[src/rtl/vga_source_mux.sv]
// Pixel-source selector feeding the VGA output stage. Source changes are deferred to a
// frame boundary (optionally through blanked frames) so that no frame is ever torn.
module vga_source_mux #(
  parameter int               N_SRC        = 4,
  parameter int               CW           = 4,
  parameter int               SEL_W        = 3,
  parameter int               BLANK_FRAMES = 1,
  parameter logic [3*CW-1:0]  FILL_INVALID = {3*CW{1'b1}},
  parameter int               VS_ACT_LOW   = 1
) (
  input  logic                  clk,
  input  logic                  rst_n,
  input  logic [SEL_W-1:0]      src_sel,
  input  logic [N_SRC*3*CW-1:0] src_rgb,
  input  logic                  in_hsync,
  input  logic                  in_vsync,
  input  logic                  in_de,
  output logic [CW-1:0]         o_r,
  output logic [CW-1:0]         o_g,
  output logic [CW-1:0]         o_b,
  output logic                  h_sync,
  output logic                  v_sync,
  output logic                  out_de,
  output logic [SEL_W-1:0]      active_sel,
  output logic                  switching
);

  localparam int         PW        = 3 * CW;
  localparam logic       SYNC_IDLE = (VS_ACT_LOW != 0);
  localparam logic [SEL_W:0] NSRC_W = (SEL_W + 1)'(N_SRC);
  localparam logic [3:0] FCNT_INIT = 4'(BLANK_FRAMES);

  typedef enum logic [1:0] {RUN, PEND, BLANK} state_t;

  state_t           state, state_n;
  logic [SEL_W-1:0] pend_sel, pend_n, active_n;
  logic [3:0]       fcnt, fcnt_n;
  logic             vs_prev, vs_act, fb;
  logic             hs_d1, vs_d1, de_d1;
  logic [PW-1:0]    pick, rgb1, rgb2;

  assign vs_act = (VS_ACT_LOW != 0) ? ~in_vsync : in_vsync;
  assign fb     = vs_act & ~vs_prev;

  // Selection state and frame-boundary edge detector.
  always_ff @(posedge clk) begin
    if (!rst_n) begin
      state      <= RUN;
      pend_sel   <= '0;
      active_sel <= '0;
      fcnt       <= '0;
      vs_prev    <= 1'b0;
    end else begin
      state      <= state_n;
      pend_sel   <= pend_n;
      active_sel <= active_n;
      fcnt       <= fcnt_n;
      vs_prev    <= vs_act;
    end
  end

  always_comb begin
    state_n  = state;
    pend_n   = pend_sel;
    active_n = active_sel;
    fcnt_n   = fcnt;
    unique case (state)
      RUN: begin
        if (src_sel != active_sel) begin
          pend_n  = src_sel;
          state_n = PEND;
        end
      end
      PEND: begin
        pend_n = src_sel;
        // A request that returns to the displayed source is dropped without effect.
        if (src_sel == active_sel) begin
          state_n = RUN;
        end else if (fb) begin
          if (BLANK_FRAMES == 0) begin
            active_n = pend_sel;
            state_n  = RUN;
          end else begin
            fcnt_n  = FCNT_INIT;
            state_n = BLANK;
          end
        end
      end
      BLANK: begin
        pend_n = src_sel;
        if (fb) begin
          if (fcnt == 4'd1) begin
            active_n = pend_sel;
            state_n  = RUN;
          end else begin
            fcnt_n = fcnt - 4'd1;
          end
        end
      end
      default: state_n = RUN;
    endcase
  end

  assign switching = (state == PEND) || (state == BLANK);

  always_comb begin
    pick = '0;
    for (int k = 0; k < N_SRC; k++) begin
      if (active_sel == SEL_W'(k)) pick = src_rgb[k*PW +: PW];
    end
  end

  // Two-stage pixel pipeline; syncs and de travel alongside so they stay aligned.
  always_ff @(posedge clk) begin
    if (!rst_n) begin
      rgb1   <= '0;
      rgb2   <= '0;
      hs_d1  <= SYNC_IDLE;
      vs_d1  <= SYNC_IDLE;
      de_d1  <= 1'b0;
      h_sync <= SYNC_IDLE;
      v_sync <= SYNC_IDLE;
      out_de <= 1'b0;
    end else begin
      if (state == BLANK)                 rgb1 <= '0;
      else if ({1'b0, active_sel} >= NSRC_W) rgb1 <= FILL_INVALID;
      else                                rgb1 <= pick;
      rgb2   <= de_d1 ? rgb1 : '0;
      hs_d1  <= in_hsync;
      vs_d1  <= in_vsync;
      de_d1  <= in_de;
      h_sync <= hs_d1;
      v_sync <= vs_d1;
      out_de <= de_d1;
    end
  end

  assign o_r = rgb2[3*CW-1:2*CW];
  assign o_g = rgb2[2*CW-1:CW];
  assign o_b = rgb2[CW-1:0];

endmodule

[config.mk]
export PLATFORM = sky130hd
export DESIGN_NAME = vga_source_mux
export DESIGN_NICKNAME = d
export VERILOG_FILES = /design/src/rtl/vga_source_mux.sv
export SDC_FILE = /design/constraint.sdc
export NUM_CORES = 1
export LEC_CHECK = 0
export BUFFER_PORTS_ARGS = -buffer_cell sky130_fd_sc_hd__buf_2
export CAP_MARGIN = 0
export CORE_MARGIN = 10
export CORE_UTILIZATION = 40
export CTS_CLUSTER_SIZE = 8
export DETAILED_ROUTE_END_ITERATION = 10
export PLACE_DENSITY = 0.71
export SETUP_SLACK_MARGIN = 0.05
export SLEW_MARGIN = 10
export SYNTH_ARGS = -nofsm -noshare
export SYNTH_HDL_FRONTEND = slang
export SYNTH_SLANG_ARGS = --single-unit
[constraint.sdc]
create_clock -name clk -period 1.5 [get_ports clk]
set_input_delay 0.3 -clock clk [delete_from_list [all_inputs] [get_ports clk]]
set_output_delay 0.3 -clock clk [all_outputs]
set_load 0.1 [all_outputs]
==> results of run 1 <==
## metal layers
| metal | up-vias | part of all wire | track usage |
|---|---|---|---|
| met5 | - | 0 | 0 |
| met4 | 0 | 0.011 | 0.0411 |
| met3 | 6 | 0.057 | 0.0515 |
| met2 | 39 | 0.55 | 0.212 |
| met1 | 731 | 0.38 | 0.136 |
| li1 | 800 | - | - |
## final timing paths
check | from | to | slack [ns] | cells past startpoint
worst max-delay path | state[1] | switching | -0.02 | 4
worst min-delay path | in_hsync | hs_d1 | 0.19 | 2
worst max register to register | state[1] | fcnt[3] | 0.01 | 6
worst min register to register | vs_d1 | v_sync | 0.41 | 1
## sequential cells by signal, summed over array words and instances, names as in the netlist
signal and cells:
active_sel 3, rgb2 12, fcnt 4, vs_d1 1
hs_d1 1, h_sync 1, pend_sel 3, v_sync 1
state 2, rgb1 12, out_de 1, de_d1 1
vs_prev 1
## report_power, final
| group | leakage, uW | switching, uW | internal, uW |
|---|---|---|---|
| clock network | 0.0000451 | 405 | 334 |
| logic | 0.000804 | 505 | 400 |
| registers | 0.000357 | 47.9 | 1220 |
| total | 0.00121 | 958 | 1960 |
## cells in the mapped netlist (all sizes together)
cell	count	share of area
o211a	1	0.0053
o31a	1	0.0053
mux4	12	0.14
buf	4	0.017
o21ai	1	0.0027
ha	5	0.033
and3	12	0.040
nor2	27	0.054
nand2	17	0.034
inv	7	0.014
nand2b	5	0.017
nand3	4	0.011
nor3	3	0.014
and2	3	0.011
a31oi	4	0.013
a311oi	2	0.0093
o31ai	1	0.011
o21a	1	0.0040
dfxtp	43	0.46
a41o	2	0.011
or2	1	0.0047
mux2i	4	0.021
clkbuf	6	0.012
nand4	3	0.010
and4bb	1	0.0086
a21oi	3	0.0080
xnor2	3	0.018
nor2b	1	0.0033
or3	2	0.0066
## through the flow
step | instances | TNS, ns | utilization
global placement | 306 | 0 | 0.553
global route | 318 | -0.172 | 0.592
finish | 318 | -0.0235 | 0.592
floorplan | 179 | -0.919 | -
CTS | 316 | -0.0319 | 0.580
detailed placement | 306 | -0.0208 | 0.553
## cell families (layout without fill, tap and decap cells)
| family | Yosys count | in the layout | share of synthesized area |
|---|---|---|---|
| fa+ha+maj | 5 | 5 | 0.0332 |
| buf+inv | 17 | 104 | 0.0425 |
| xor+xnor | 3 | 3 | 0.0180 |
| simple gates | 79 | 79 | 0.213 |
| compound gates | 16 | 16 | 0.0705 |
| flops | 43 | 43 | 0.457 |
| mux | 16 | 16 | 0.165 |
## cell type report
type | count | area, sq um | share of cell area
tap | 52 | 65.1 | 0.0247
inverter | 7 | 26.3 | 0.00998
timing repair buffer | 89 | 567 | 0.215
sequential | 43 | 876 | 0.333
clock inverter | 3 | 22.5 | 0.00856
multi-input combinational | 119 | 1010 | 0.383
clock buffer | 5 | 68.8 | 0.0261
## cell usage in the layout, fill, tap and decap left out, types with 3 or more instances in the layout
cell       n
buf_4     12
clkbuf_8   5
mux4_2    12
ha_4       3
nand2b_1   4
inv_1      5
dfxtp_1   37
dfxtp_4    3
nor2_1    26
nand4_1    3
dfxtp_2    3
nand3_1    4
a31oi_1    4
buf_12     5
nand2_1   17
buf_2     70
and3_1    12
mux2i_1    4
## repair_timing
| item | 4_1_cts | 5_1_grt |
|---|---|---|
| resized for setup | 6 | 8 |
| pin swaps | 4 | 4 |
| buffers inserted | 2 | 2 |
| endpoints found under the setup margin | 5 | 19 |
## worst register-to-register path, stage by stage (launching register included)
cell	delay, ns
dfxtp_2	0.33
buf_4	0.14
ha_4	0.16
and4bb_4	0.20
nor3_4	0.20
a31oi_1	0.13
a41o_2	0.24
==> impl_metrics.toml, run 1 <==
[setup_path]
critPathMaxStageDelay_ns = 0.34
critPathKind = "reg2out"
cp_top_family = "flip-flops"
cp-end-kind = "output port"
required_ns = 1.20
crit_arrival_ns = 1.22
cp_num_buf_inv = 3
setup.worst_path.start_class = "flop"
cpMaxStageDelayCell = "dfxtp_2"
worst-path-max-fanout = 2
crit_chain = "inv_2, buf_6, ha_4, buf_12"

[floorplanning]
die_h_um = 88.6
core_area_sq_mm = 0.00444
die_area_sq_mm = 0.00785
start_util = 0.423
placementRows = 24
chipWidth_um = 88.6
io_pins = 75

[min_path]
hp-class = "in2reg"

[clocking]
clock_path_buffers = 2
htree_levels = 2
cts-root-buf = "clkbuf_8"
clkLatencyLatePin_ns = 0.30
clkSinkCount = 43
tritoncts = "yes"
cts_buffers = 5
cts_hold_buffers = 0
clk_pin_slew_ns = 0.08

[timing]
setup_ws_ns = -0.0235
tightest_slew_ns = 0.490
finalCritPeriodShare = 1.02
setup_viol = 1
rsz0062_at_grt = "yes"
fmax_ghz = 0.656
timing.hold.ws_ns = 0.185
period_needed_ns = 1.52
finalMaxSlewViolations = 0
fin_skew_ns = 0.00771
hold_violations = 0
maxSlewHeadroom = 0.676

[global_routing]
grt_pass1_vias = 1579
grt_pass1_wl_mm = 7.51
gr-usage-all-layers = 0.124
grt_max_degree = 25
overflow = 0
grt_antenna_before_repair = 0

[run_status]
status = "finished, violations left"
violations = "negative setup slack"

[logic_synthesis]
syn_avg_cell_area_sq_um = 10.5
syn-cell-area_sq_mm = 0.00188
ys_seq_area_frac = 0.457
synth_warnings = 0
yosys_register_bits = 43
syn_nets = 240
netlist_instances = 179
ys_types = 35

[placed_design]
finalWeightedCongestion = 0.921
place_ws_ns = -0.0201
dpl_cell_area_sq_mm = 0.00246
numPortBuffers = 74
dp_hpwl_mm = 4.05

[drt]
wl_per_cell_um = 16.0
dr.pass1.iters = 4
wirelength_mm = 5.08
drt_iter0_markers = 56
viasPerCell = 4.96
vias = 1576
drc = 0
antenna_left = 0

[pwr]
ir_drop_uv = 705
leakage_uw = 0.00121
power_density_mw_per_mm2 = 1110
power.total_uw = 2920

[final_layout]
fillers = 384
drive_gt1_frac = 0.500
antenna_cells = 0
area_growth_pct = 39.9
nets = 326
final_area_sq_mm = 0.00263

[job]
maxCapViolations = 0
(Power assumes the default switching activity.)
==> run 2: changes to the inputs <==
--- a/config.mk
+++ b/config.mk
@@ -11,7 +11,7 @@
 export CORE_UTILIZATION = 40
 export CTS_CLUSTER_SIZE = 8
 export DETAILED_ROUTE_END_ITERATION = 10
-export PLACE_DENSITY = 0.71
+export PLACE_DENSITY = 0.68
 export SETUP_SLACK_MARGIN = 0.05
 export SLEW_MARGIN = 10
 export SYNTH_ARGS = -nofsm -noshare
==> constraint.sdc (replaced) <==
create_clock -name clk -period 1.45 [get_ports clk]
set_input_delay 0.29 -clock clk [delete_from_list [all_inputs] [get_ports clk]]
set_output_delay 0.29 -clock clk [all_outputs]
set_load 0.1 [all_outputs]
==> run 2 against run 1 <==
Net effect:
- the run still ends with negative setup slack left
- routed wire length increased by 3.3%
- via count up 2.8%
- register-to-register slack got worse by 0.04 ns
- hold slack got worse by 0.024 ns
- core utilization rose by 2.6 points
- flip-flop and latch count did not move
- clock skew rose by 0.0021 ns
- first-iteration DRC count stayed put
- combinational power grew 16%
==> impl_metrics.toml, run 2 (synthesis results as in run 1) <==
[drt]
antenna_left = 0
vias = 1620
wl_per_cell_um = 16.1
drt_iter0_markers = 56
wirelength_mm = 5.25
dr.pass1.iters = 4
viasPerCell = 4.95
drc = 0

[floorplanning]
placementRows = 24
core_area_sq_mm = 0.00444
io_pins = 75
die_h_um = 88.6
die_area_sq_mm = 0.00785
chipWidth_um = 88.6
start_util = 0.423

[clocking]
tritoncts = "yes"
cts_buffers = 5
clkSinkCount = 43
cts-root-buf = "clkbuf_8"
cts_hold_buffers = 0
htree_levels = 2
clkLatencyLatePin_ns = 0.31
clock_path_buffers = 2
clk_pin_slew_ns = 0.09

[global_routing]
grt_pass1_wl_mm = 7.82
overflow = 0
grt_max_degree = 18
grt_pass1_vias = 1606
grt_antenna_before_repair = 0
gr-usage-all-layers = 0.129

[run_status]
status = "finished, violations left"
violations = "negative setup slack"

[timing]
setup_viol = 3
timing.hold.ws_ns = 0.162
rsz0062_at_grt = "yes"
setup_ws_ns = -0.0962
finalSetupTns_ns = -0.128
fin_skew_ns = 0.00980
maxSlewHeadroom = 0.676
finalMaxSlewViolations = 0
tightest_slew_ns = 0.490
finalCritPeriodShare = 1.07
hold_violations = 0
fmax_ghz = 0.647
period_needed_ns = 1.55

[final_layout]
final_common_cell = "buf_2"
largest_registers = "rgb1: 12 flops, rgb2: 12 flops, fcnt: 4 flops"
antenna_cells = 0
final_cell_mix = "70 x buf_2, 37 x dfxtp_1, 25 x nor2_1, 16 x buf_4, 15 x nand2_1"
nets = 335
drive_gt1_frac = 0.538
final_area_sq_mm = 0.00275
area_growth_pct = 45.9
fin_util = 0.618

[min_path]
hp-class = "in2reg"
hold_depth = 2

[setup_path]
critPathCapture = "switching"
critPathKind = "reg2out"
reg2regPathDepth = 6
required_ns = 1.16
cpMaxStageDelayCell = "dfxtp_2"
r2r-start = "state[1]"
crit_chain = "inv_2, buf_6, ha_4, buf_12"
crit_arrival_ns = 1.26
setup.worst_path.start_class = "flop"
worst-path-max-fanout = 2
setup.worst_path.start = "state[1]"
critPathMaxStageDelay_ns = 0.35
worstReg2RegEnd = "fcnt[3]"
ff2ff_setup_slack_ns = -0.03
cp-end-kind = "output port"

[pwr]
ir_drop_uv = 813
leakage_uw = 0.00127
power_density_mw_per_mm2 = 1150

[placed_design]
numPortBuffers = 74
dpl_cell_area_sq_mm = 0.00251
finalWeightedCongestion = 0.840
dp_hpwl_mm = 4.03

[job]
maxCapViolations = 0
run 2: cell count changes in the layout (fill, tap and decap cells not counted), moves of 2 or more:
cell	change
buf_6	+5
buf_4	+4
nand2_1	-2
xnor2_1	-2
xnor2_2	+2
run 2: layout make-up:
cell class,count,area (sq um)
clock buffer,5,68.8
tap,52,65.1
inverter,7,26.3
sequential,43,876
timing repair buffer,98,653
clock inverter,3,23.8
fill,383,1700
multi-input combinational,119,1030
run 2: where the power goes:
| part | internal (uW) | switching [uW] | total [uW] |
|---|---|---|---|
| combinational | 491 | 556 | 1050 |
| sequential | 1270 | 42.1 | 1310 |
| clock | 344 | 449 | 793 |
| total | 2100 | 1050 | 3150 |
run 2: metrics by stage:
| stage | setup WS [ns] | total power, uW | cells |
|---|---|---|---|
| floorplan | -0.145 | 1950 | 179 |
| global placement | -0.0112 | 2220 | 313 |
| detailed placement | -0.0785 | 2230 | 313 |
| CTS | -0.0982 | 3080 | 324 |
| global route | -0.131 | 3300 | 327 |
| finish | -0.0962 | 3150 | 327 |
run 2: worst min-delay path by stage:
stage          startpoint  endpoint  slack [ns]
3_3_place_gp        hs_d1    h_sync        0.39
6_report         in_hsync     hs_d1        0.16
3_5_place_dp        hs_d1    h_sync        0.39
4_1_cts          in_hsync     hs_d1        0.16
2_1_floorplan    in_vsync   vs_prev        0.37
5_1_grt          in_hsync     hs_d1        0.17
run 2: routing by layer:
metal | track usage | wire (um)
met1 | 0.146 | 1930
met2 | 0.216 | 2840
met3 | 0.0469 | 406
met4 | 0.0529 | 72
met5 | 0 | 0
run 2: critical path: cells and delay by family, from the launching register on:
family	cells	cell delay, ns
flip-flops	1	0.35
buffers and inverters	3	0.33
adder cells (fa/ha/maj)	1	0.27
run 2: what timing repair did:
action	4_1_cts	5_1_grt
pin swaps	8	7
endpoints found under the setup margin	10	26
resized for setup	13	13
buffers inserted	3	4
==> run 3: changes to the inputs <==
--- a/config.mk
+++ b/config.mk
@@ -8,10 +8,10 @@
 export BUFFER_PORTS_ARGS = -buffer_cell sky130_fd_sc_hd__buf_2
 export CAP_MARGIN = 0
 export CORE_MARGIN = 10
-export CORE_UTILIZATION = 40
+export CORE_UTILIZATION = 48
 export CTS_CLUSTER_SIZE = 8
 export DETAILED_ROUTE_END_ITERATION = 10
-export PLACE_DENSITY = 0.68
+export PLACE_DENSITY = 0.79
 export SETUP_SLACK_MARGIN = 0.05
 export SLEW_MARGIN = 10
 export SYNTH_ARGS = -nofsm -noshare
==> run 3 against run 2 <==
Net effect:
- the run still ends with negative setup slack left
- clock skew decreased by 0.0037 ns
- core utilization increased by 12 points
- combinational power increased by 5%
- routed wire length increased by 7.6%
- critical path type is now reg2reg
- critical endpoint is now fcnt[3]
- highest routed layer unchanged
==> impl_metrics.toml, run 3 (synthesis results as in run 1) <==
[run_status]
status = "finished, violations left"
violations = "negative setup slack"

[setup_path]
ff2ff_setup_slack_ns = -0.12
critPathMaxStageDelay_ns = 0.34
crit_arrival_ns = 1.76
required_ns = 1.65
setup.worst_path.start_class = "flop"
crit_chain = "buf_4, ha_4, and4bb_4, nor3_4, a31oi_1, a41o_2"
critPathKind = "reg2reg"
cpMaxStageDelayCell = "dfxtp_2"
cp_num_buf_inv = 1
cp-end-kind = "flop"
worst-path-max-fanout = 5
cp_top_family = "simple AND/OR/NAND/NOR gates"

[pwr]
power_density_mw_per_mm2 = 1160
power.switching_uw = 1050
ir_drop_uv = 1140
p_comb_frac = 0.347
leakage_uw = 0.00126
p_int_uw = 2110
swShare = 0.332
pwr-share-seq = 0.419
pwr-share-clk = 0.234

[timing]
setup_viol = 5
fin_skew_ns = 0.00612
fmax_ghz = 0.639
finalSetupTns_ns = -0.358
setup_ws_ns = -0.116
finalMaxSlewViolations = 0
hold_violations = 0
rsz0062_at_grt = "yes"
period_needed_ns = 1.57
maxSlewHeadroom = 0.674
tightest_slew_ns = 0.492
finalCritPeriodShare = 1.08

[floorplanning]
start_util = 0.506
core_area_sq_mm = 0.00372
die_area_sq_mm = 0.00683
placementRows = 22
die_h_um = 82.6
chipWidth_um = 82.6
io_pins = 75

[min_path]
hp-class = "in2reg"

[clocking]
cts_buffers = 5
htree_levels = 2
clkLatencyLatePin_ns = 0.30
cts-root-buf = "clkbuf_8"
tritoncts = "yes"
clkSinkCount = 43
clock_path_buffers = 2
clk_pin_slew_ns = 0.08

[final_layout]
multi_input_area_sq_mm = 0.00103
final_common_cell = "buf_2"
nets = 337
fillers = 257
regArea_sq_um = 878
area_growth_pct = 44.9
stdcell_count = 325
largest_registers = "rgb1: 12 flops, rgb2: 12 flops, fcnt: 4 flops"
final_cell_mix = "70 x buf_2, 37 x dfxtp_1, 24 x nor2_1, 22 x buf_4, 15 x nand2_1"
antenna_cells = 0
drive_gt1_frac = 0.534
fin_util = 0.734

[drt]
vias = 1711
dr.pass1.iters = 4
viasPerCell = 5.26
wirelength_mm = 5.65
wl_per_cell_um = 17.4
antenna_left = 0
drt_iter0_markers = 127
drc = 0

[global_routing]
met3_usage = 0.0529
grt_max_degree = 18
grt_antenna_before_repair = 0
gr-usage-all-layers = 0.154
grt_pass1_wl_mm = 7.96
use_met1 = 0.160
grt-busiest-layer = "met2"
grt_pass1_vias = 1645
use_met2 = 0.280
overflow = 0

[placed_design]
dpl.cell_count = 309
dp_hpwl_mm = 4.12
place_ws_ns = -0.108
finalWeightedCongestion = 0.861
numPortBuffers = 74

[job]
maxCapViolations = 0
-- run 3: changes by cell type in the layout (fill, tap and decap cells not counted), moves of 2 or more --
cell / previous run / this run
inv_2: 3 / 1
buf_6: 6 / 3
xnor2_1: 0 / 2
clkinvlp_4: 2 / 0
buf_4: 16 / 22
xnor2_2: 3 / 1
inv_4: 0 / 2
-- run 3: timing repair --
item / CTS / global route
gates resized for setup: 8 / 14
pin swaps: 5 / 8
buffers inserted: 2 / 6
gates cloned: 0 / 0
hold buffers: 0 / 0
setup endpoints to repair: 10 / 26
-- run 3: worst paths after layout --
path                            cells after the start  startpoint       to
worst max-delay path                                6    state[1]  fcnt[3]
worst min-delay path                                2    in_hsync    hs_d1
worst max register to register                      6    state[1]  fcnt[3]
worst min register to register                      1       vs_d1   v_sync
-- run 3: metrics by stage --
| stage | instance area [sq um] | total power [uW] | hold WS [ns] |
|---|---|---|---|
| after floorplan | 1930 | 1950 | 0.374 |
| after global placement | 2500 | 2210 | 0.388 |
| after detailed placement | 2500 | 2250 | 0.396 |
| after CTS | 2630 | 3040 | 0.168 |
| after global routing | 2730 | 3280 | 0.174 |
| final | 2730 | 3160 | 0.170 |
-- run 3: final cells by class --
class                           instances  area share
Timing Repair Buffer                  100       0.238
Clock inverter                          2     0.00413
Clock buffer                            6      0.0266
Sequential cell                        43       0.322
Multi-Input combinational cell        119       0.377
Inverter                                7      0.0106
Tap cell                               48      0.0220
-- run 3: power by group through the flow --
stage          registers, uW  logic [uW]  clock network (uW)
6_report                1320        1100                 741
5_1_grt                 1330        1170                 784
4_1_cts                 1320         976                 749
3_5_place_dp            1340         905                   0
3_3_place_gp            1340         873                   0
2_1_floorplan           1400         542                   0
-- run 3: routing by layer --
layer,wire [um],vias to the layer above
met1,1960,810
met5,0,-
met3,405,14
met2,3170,66
met4,121,0
li1,-,821
